[src/rtl/muldiv.sv]
// Iterative MULT/MULTU/DIV/DIVU unit with architectural HI/LO and MTxx/MFxx service.
// Latency: 33 cycles accept-to-writeback for every arithmetic op (32 iterations + FIX); moves take 1 edge.
// Backpressure: MDstall holds any md-class instruction in EX while busy; ExHold blocks accept only.
//
// Ports:
//   clk, rst_n           pipeline clock, async active-low reset
//   I2, I2Valid          stage-3 instruction word and its valid bit
//   ExHold               pipeline freeze from another cause (no accept while high)
//   RSbus, RTbus         rs / rt operands
//   MDresult             HI (MFHI) / LO (MFLO) / 0, combinational
//   MDbusy, MDstall      operation in flight / stall request to the pipeline
module muldiv (
    input  logic        clk,
    input  logic        rst_n,
    input  logic [31:0] I2,
    input  logic        I2Valid,
    input  logic        ExHold,
    input  logic [31:0] RSbus,
    input  logic [31:0] RTbus,
    output logic [31:0] MDresult,
    output logic        MDbusy,
    output logic        MDstall
);

    typedef enum logic [1:0] {IDLE, MUL, DIV, FIX} state_t;

    state_t      state;
    logic [31:0] hi, lo;
    logic [31:0] a;        // multiplicand, or dividend shifting out MSB first
    logic [31:0] b;        // multiplier shifting out LSB first, or divisor
    logic [63:0] acc;      // product, or {remainder, quotient}
    logic [4:0]  cnt;
    logic        neg_q, neg_r, dz, div_op;

    // ---------------- decode ----------------
    logic [5:0] funct;
    logic       special, is_mfhi, is_mthi, is_mflo, is_mtlo, is_arith, md_class, accept;
    logic       op_signed;

    assign funct     = I2[5:0];
    assign special   = (I2[31:26] == 6'd0);
    assign is_mfhi   = special && (funct == 6'h10);
    assign is_mthi   = special && (funct == 6'h11);
    assign is_mflo   = special && (funct == 6'h12);
    assign is_mtlo   = special && (funct == 6'h13);
    assign is_arith  = special && (funct[5:2] == 4'b0110);   // 0x18..0x1B
    assign md_class  = is_mfhi | is_mthi | is_mflo | is_mtlo | is_arith;
    assign op_signed = ~funct[0];                            // MULT/DIV are the even codes

    logic unused_i2;
    assign unused_i2 = ^I2[25:6];

    assign MDbusy  = (state != IDLE);
    assign MDstall = I2Valid & md_class & MDbusy;
    assign accept  = I2Valid & md_class & ~MDbusy & ~ExHold;

    always_comb begin
        MDresult = 32'd0;
        if (I2Valid && is_mfhi)      MDresult = hi;
        else if (I2Valid && is_mflo) MDresult = lo;
    end

    // ---------------- operand magnitudes ----------------
    logic [31:0] rs_mag, rt_mag;
    assign rs_mag = (op_signed && RSbus[31]) ? (~RSbus + 32'd1) : RSbus;
    assign rt_mag = (op_signed && RTbus[31]) ? (~RTbus + 32'd1) : RTbus;

    // ---------------- iteration datapath ----------------
    // Shift-add: add multiplicand into the upper half, then shift the whole accumulator right.
    logic [32:0] psum;
    assign psum = {1'b0, acc[63:32]} + (b[0] ? {1'b0, a} : 33'd0);

    // Restoring divide: partial remainder shifted left with the next dividend bit.
    logic [32:0] rem33, diff;
    logic        ge;
    logic [31:0] newrem;
    assign rem33  = {acc[63:32], a[31]};
    assign ge     = (rem33 >= {1'b0, b});
    assign diff   = rem33 - {1'b0, b};
    assign newrem = ge ? diff[31:0] : rem33[31:0];

    // ---------------- sign fixup ----------------
    // With a zero divisor every trial subtract succeeds, so the remainder ends up as |rs|;
    // re-applying sign(rs) to it restores the original rs exactly.
    logic [63:0] acc_neg;
    logic [31:0] rem_neg, quo_neg, fix_hi, fix_lo;
    assign acc_neg = ~acc + 64'd1;
    assign rem_neg = ~acc[63:32] + 32'd1;
    assign quo_neg = ~acc[31:0] + 32'd1;

    always_comb begin
        fix_hi = neg_q ? acc_neg[63:32] : acc[63:32];
        fix_lo = neg_q ? acc_neg[31:0]  : acc[31:0];
        if (div_op) begin
            fix_hi = neg_r ? rem_neg : acc[63:32];
            fix_lo = dz ? 32'hFFFF_FFFF : (neg_q ? quo_neg : acc[31:0]);
        end
    end

    // ---------------- FSM ----------------
    always_ff @(posedge clk or negedge rst_n) begin
        if (!rst_n) begin
            state  <= IDLE;
            hi     <= 32'd0;
            lo     <= 32'd0;
            a      <= 32'd0;
            b      <= 32'd0;
            acc    <= 64'd0;
            cnt    <= 5'd0;
            neg_q  <= 1'b0;
            neg_r  <= 1'b0;
            dz     <= 1'b0;
            div_op <= 1'b0;
        end else begin
            case (state)
                IDLE: begin
                    if (accept) begin
                        if (is_mthi) hi <= RSbus;
                        if (is_mtlo) lo <= RSbus;
                        if (is_arith) begin
                            state  <= funct[1] ? DIV : MUL;
                            a      <= rs_mag;
                            b      <= rt_mag;
                            neg_q  <= op_signed & (RSbus[31] ^ RTbus[31]);
                            neg_r  <= op_signed & RSbus[31];
                            dz     <= (RTbus == 32'd0);
                            div_op <= funct[1];
                            acc    <= 64'd0;
                            cnt    <= 5'd0;
                        end
                    end
                end
                MUL: begin
                    acc <= {psum, acc[31:1]};
                    b   <= {1'b0, b[31:1]};
                    cnt <= cnt + 5'd1;
                    if (cnt == 5'd31) state <= FIX;
                end
                DIV: begin
                    acc <= {newrem, acc[30:0], ge};
                    a   <= {a[30:0], 1'b0};
                    cnt <= cnt + 5'd1;
                    if (cnt == 5'd31) state <= FIX;
                end
                FIX: begin
                    hi    <= fix_hi;
                    lo    <= fix_lo;
                    state <= IDLE;
                end
                default: state <= IDLE;
            endcase
        end
    end

endmodule

[config.mk]
export PLATFORM = sky130hd
export DESIGN_NAME = muldiv
export DESIGN_NICKNAME = d
export VERILOG_FILES = /design/src/rtl/muldiv.sv
export SDC_FILE = /design/constraint.sdc
export NUM_CORES = 1
export LEC_CHECK = 0
export ABC_AREA = 1
export BUFFER_PORTS_ARGS = -buffer_cell sky130_fd_sc_hd__buf_4
export CORE_ASPECT_RATIO = 1.4
export CORE_UTILIZATION = 45
export CTS_CLUSTER_SIZE = 30
export DETAILED_ROUTE_END_ITERATION = 10
export PLACE_DENSITY = 0.69
export REMOVE_ABC_BUFFERS = 1
export SLEW_MARGIN = 10
export SYNTH_ARGS = -nofsm -noshare
export SYNTH_HDL_FRONTEND = slang
export SYNTH_SLANG_ARGS = --single-unit
export TNS_END_PERCENT = 50
[constraint.sdc]
create_clock -name clk -period 6.2 [get_ports clk]
set_input_delay 0.31 -clock clk [delete_from_list [all_inputs] [get_ports clk]]
set_output_delay 0.31 -clock clk [all_outputs]
set_load 0.03 [all_outputs]
# == Word level (Yosys, flattened, before mapping) ==
# Cells that the tools add are included.
# word_totals
ff_bits,203
latch_bits,0
mem_bits_rw,0
rom_bits,0
wordCells,116
n_memories,0
# classes
addsub,8
multipliers,0
div_mod_pow,0
magnitude_cmp,1
eq_ne,14
shift,0
n_mux,36
n_bitwise,19
n_reduce_logical,27
# op_table
op,count
2-to-1 mux 32 bit,21
case mux 32 bit (2 select lines),4
case mux 64 bit (3 select lines),1
adder 32 x 1 -> 32 bit (second input constant),4
2-to-1 mux 64 bit,2
NOT 32 bit,4
adder 64 x 1 -> 64 bit (second input constant),1
NOT 64 bit,1
adder 32 x 32 -> 33 bit,1
>= comparator 33 x 32 -> 1 bit,1
zero test 32 bit,1
subtractor 32 bit,1
equality test 6 x 5 -> 1 bit (second input constant),4
AND reduction 3 bit,8
2-to-1 mux 5 bit,2
case mux 5 bit (2 select lines),1
nonzero test 2 bit,5
logical AND 1 bit,9
2-to-1 mux 2 bit,4
!= test 2 bit (second input constant),4
bitwise AND 1 bit,6
zero test 6 bit,1
case mux 2 bit (3 select lines),1
adder 5 x 1 -> 5 bit (second input constant),1
11 further kinds,17

# == Longest topological paths before layout ==
# logic_depth
ltp_word,11
mapped_depth,19
mapped_depth_nobuf,18

# == Least setup slack after synthesis ==
# OpenSTA, ideal clock, no wires.
# synth_timing
kind,flip-flop to flip-flop
startpoint,register b[0]
endpoint,register acc[59]
setup_time_ns,0.116
arrival_time_ns,2.397
t_required_ns,6.084
setup_slack_ns,3.686
path_stages_with_launch,19
path_buffers,1
synth_period_minus_slack_ns,2.514
cell_sequence,dfrtp_1 > clkbuf_1 > nand2_1 > inv_1 > ha_1 > inv_1 > fa_1 > o21ai_0 > nand3_1 > nand2_1 > nand2_1 > nand2_1 > nand2_1 > nand2_1 > nand2_1 > nand3_1 > nand2_1 > nand2_1 > nand2_1
# synth_between
elab_chain_cells,3
elab_cells_between_ends,6
classes_between,add/sub (2); order compare (1); mux (3)
# synth_rtl
item,line_no,text
from (decl),30,logic [31:0] b;
from (signal assigned),123,b <= rt_mag;
from (signal assigned),135,"b <= {1'b0, b[31:1]};"
subtractor 32 bit (tied with other cells),79,"assign diff = rem33 - {1'b0, b};"
2-to-1 mux 32 bit / adder 32 x 32 -> 33 bit (equally long branches),"80, 71",
case mux 64 bit (3 select lines) *,115,case (state)
to (signal assigned),134,"acc <= {psum, acc[31:1]};"
to (signal assigned),140,"acc <= {newrem, acc[30:0], ge};"
to (decl),31,logic [63:0] acc;
# Mark *: on every way between the ends. The rest lies on a longest branch, timed or not.
# A chain may end at the register's enable or synchronous reset.

# == Worst setup path after layout ==
# layout_timing
startpoint,register acc[38]
endpoint,register acc[59]
# layout_between
elab_chain_cells,3
elab_cells_between_ends,5
classes_between,add/sub (2); order compare (1); mux (2)
# layout_rtl
item,line_no,text
subtractor 32 bit / >= comparator 33 x 32 -> 1 bit (equally long branches),"79, 78",
2-to-1 mux 32 bit,80,assign newrem = ge ? diff[31:0] : rem33[31:0];
case mux 64 bit (3 select lines) *,115,
# Marked as above.

==> results.toml <==
[synth]
synth-warning-count = 0
ys_types = 48
ys_seq_elements = 203
yosysSeqAreaShare = 0.259
synth.top_cells.by_area = "dfrtp_1 26%, nand2_1 19%, inv_1 8.6%, nor2_1 8.1%, nand3_1 7.5%"
yosys_most_used_dff = "dfrtp_1"
async_reset_ff_frac = 1.00
syn_inst = 3344
synth_edf_count = 0
syn_area_per_cell_sq_um = 5.88
syn_area_sq_um = 19700
synth_top_area_share = 0.259
synth_top_area_cell = "dfrtp_1"

[worst_setup_path]
worstSetupPathType = "reg2reg"
regToRegSetupSlack_ns = 2.81
crit_required_ns = 6.64
worstPathArrival_ns = 3.83
r2r_end = "acc[59]"
cp_max_fo = 32
endpoint_kind = "flop"
r2r_cells = 15
worst_setup_path_start_kind = "flop"
r2r-start = "acc[38]"

[timing]
layout_min_cycle_time_ns = 3.39
rsz0062_at_grt = "false"
slew_violations = 0
fmax_mhz = 295
min_period_over_period = 0.547
hold_viol = 0
tightest_slew_ns = 0.953
worst_slack_ns = 2.81
relSlewSlack = 0.364
clock_skew_ns = 0.0271
finalHoldWorstSlack_ns = 0.0327
setup_violations = 0
fin_tns_setup_ns = 0

[cts]
cts-buffers-inserted = 25
cts_setup_buffers = 0
clk_pin_slew_ns = 0.06
cts_num_sinks = 203
clock-root-buffer = "clkbuf_16"
clockBufferDepth = 3
htree_levels = 1
clk_latency_ns = 0.58
cts_tree = "yes"

[hold_path]
whs_endpoint = "b[0]"
holdPathStages = 3
hp-start = "RTbus[0]"
hold_class = "in2reg"

[detailed_routing]
drt_iter0_drc = 1644
route.detailed.drc = 0
ant_nets = 0
drt-total-wl_microns = 77800
vias_per_cell = 5.62
via_count = 22200
firstDrtPassIters = 6
wl_per_cell_microns = 19.7

[place]
dp_hpwl_microns = 61300
portBuffers = 113
place_inst = 3913
place_congestion = 1.01
place_ws_ns = 2.88
placedInstanceArea_sq_um = 20900

[run]
maxCapViolations = 0

[pwr]
power_leakage_nw = 11.7
p_per_area_nw_per_um2 = 498
power.total_mw = 10.8
peakVddDrop_mv = 0.317

[global_route]
grt_max_degree = 109
grt-ovfl-total = 0
first_global_vias = 21100
grt_antenna_before_repair = 0
grt_pass1_wl_microns = 118000
grt_use_total = 0.349

[layout]
finalNetCount = 3566
final_util = 0.503
syn_to_final_growth_pct = 10.5
final_common_cell = "nand2_1"
stdcell_area_sq_um = 21700
stdcell_count = 3958
diodes = 0
layout-drive-gt1-share = 0.0643
final_cell_mix = "1020 x nand2_1, 449 x inv_1, 422 x nor2_1, 295 x nand3_1, 248 x o21ai_0"

[die]
die_x_microns = 179
rows = 90
core_sq_um = 43100
die_area_sq_um = 44500
ioPinCount = 134
initial_core_util = 0.456
die_h_microns = 249

[outcome]
outcome = "finished, final reports clean"
-- critical path, stage by stage, from the launching register on --
cell	delay (ns)
dfrtp_1	0.49
ha_1	0.40
nand2_1	0.11
nor2_1	0.21
nand3_1	0.10
nand3_1	0.22
nand2_1	0.11
nand2_1	0.12
nand2_2	0.39
nand2_2	0.21
buf_4	0.37
nand3_1	0.18
nand2_1	0.13
nand2_1	0.06
nand2_1	0.06
nand2_1	0.05
-- cell usage after synthesis, types with 8 or more instances --
library cell,instances
nor3_1,30
xnor2_1,16
o21ai_1,15
nand3b_1,10
o21ai_0,248
a22oi_1,22
xor2_1,27
o221ai_1,8
inv_1,450
clkbuf_1,89
nand4_1,31
o32ai_1,22
buf_1,8
o31ai_1,10
nand2_1,1020
a21oi_1,165
o211ai_1,29
dfrtp_1,203
ha_1,75
nor2_1,423
o22ai_1,49
buf_2,19
nand3_1,295
-- worst max-delay path by stage --
| stage | slack [ns] | startpoint | to | depth (start not counted) |
|---|---|---|---|---|
| CTS | 2.86 | acc[38] | acc[59] | 15 |
| detailed placement | 2.88 | I2[31] | acc[3] | 11 |
| floorplan | 2.18 | state[0] | hi[5] | 7 |
| global route | 2.59 | acc[39] | acc[59] | 15 |
| finish | 2.81 | acc[38] | acc[59] | 15 |
| global placement | 2.90 | acc[38] | acc[59] | 15 |
-- layer usage --
| metal | track usage | wire [microns] | up-vias |
|---|---|---|---|
| met5 | 0 | 0 | - |
| met4 | 0.240 | 5930 | 0 |
| met3 | 0.0362 | 3950 | 244 |
| met2 | 0.622 | 39100 | 736 |
| met1 | 0.382 | 28800 | 10300 |
| li1 | - | - | 10900 |
-- sequential cells by signal, indices dropped and copies added (netlist names) --
register	flops
lo	32
neg_q	1
div_op	1
cnt	5
b	32
acc	64
a	32
hi	32
state	2
dz	1
neg_r	1
-- area by class of cell --
cell class / count / area, sq um
Fill cell: 4749 / 21400
Clock inverter: 14 / 139
Clock buffer: 30 / 674
Timing Repair Buffer: 142 / 1070
Sequential cell: 203 / 5080
Inverter: 456 / 1710
Tap cell: 552 / 691
Multi-Input combinational cell: 2561 / 12300
-- cell families (layout without fill, tap and decap cells) --
logic type	after synthesis	in the layout	share of synthesized area
AO/OA/AOI/OAI	598	598	0.173
XOR/XNOR	43	43	0.0192
adder cells (fa/ha/maj)	77	77	0.0498
buffers and inverters	580	642	0.114
flip-flops	203	203	0.259
AND/OR/NAND/NOR	1843	1843	0.385
-- where the power goes --
| part | switching, mW | internal, mW |
|---|---|---|
| sequential | 0.393 | 1.83 |
| combinational | 4.97 | 2.11 |
| clock | 0.645 | 0.858 |
-- repair_timing --
| item | CTS | global route |
|---|---|---|
| gates resized for setup | 0 | 0 |
| hold buffers | 1 | 0 |
| endpoints found under the hold margin | 106 | 0 |
Power figures use the tool's default switching activity.
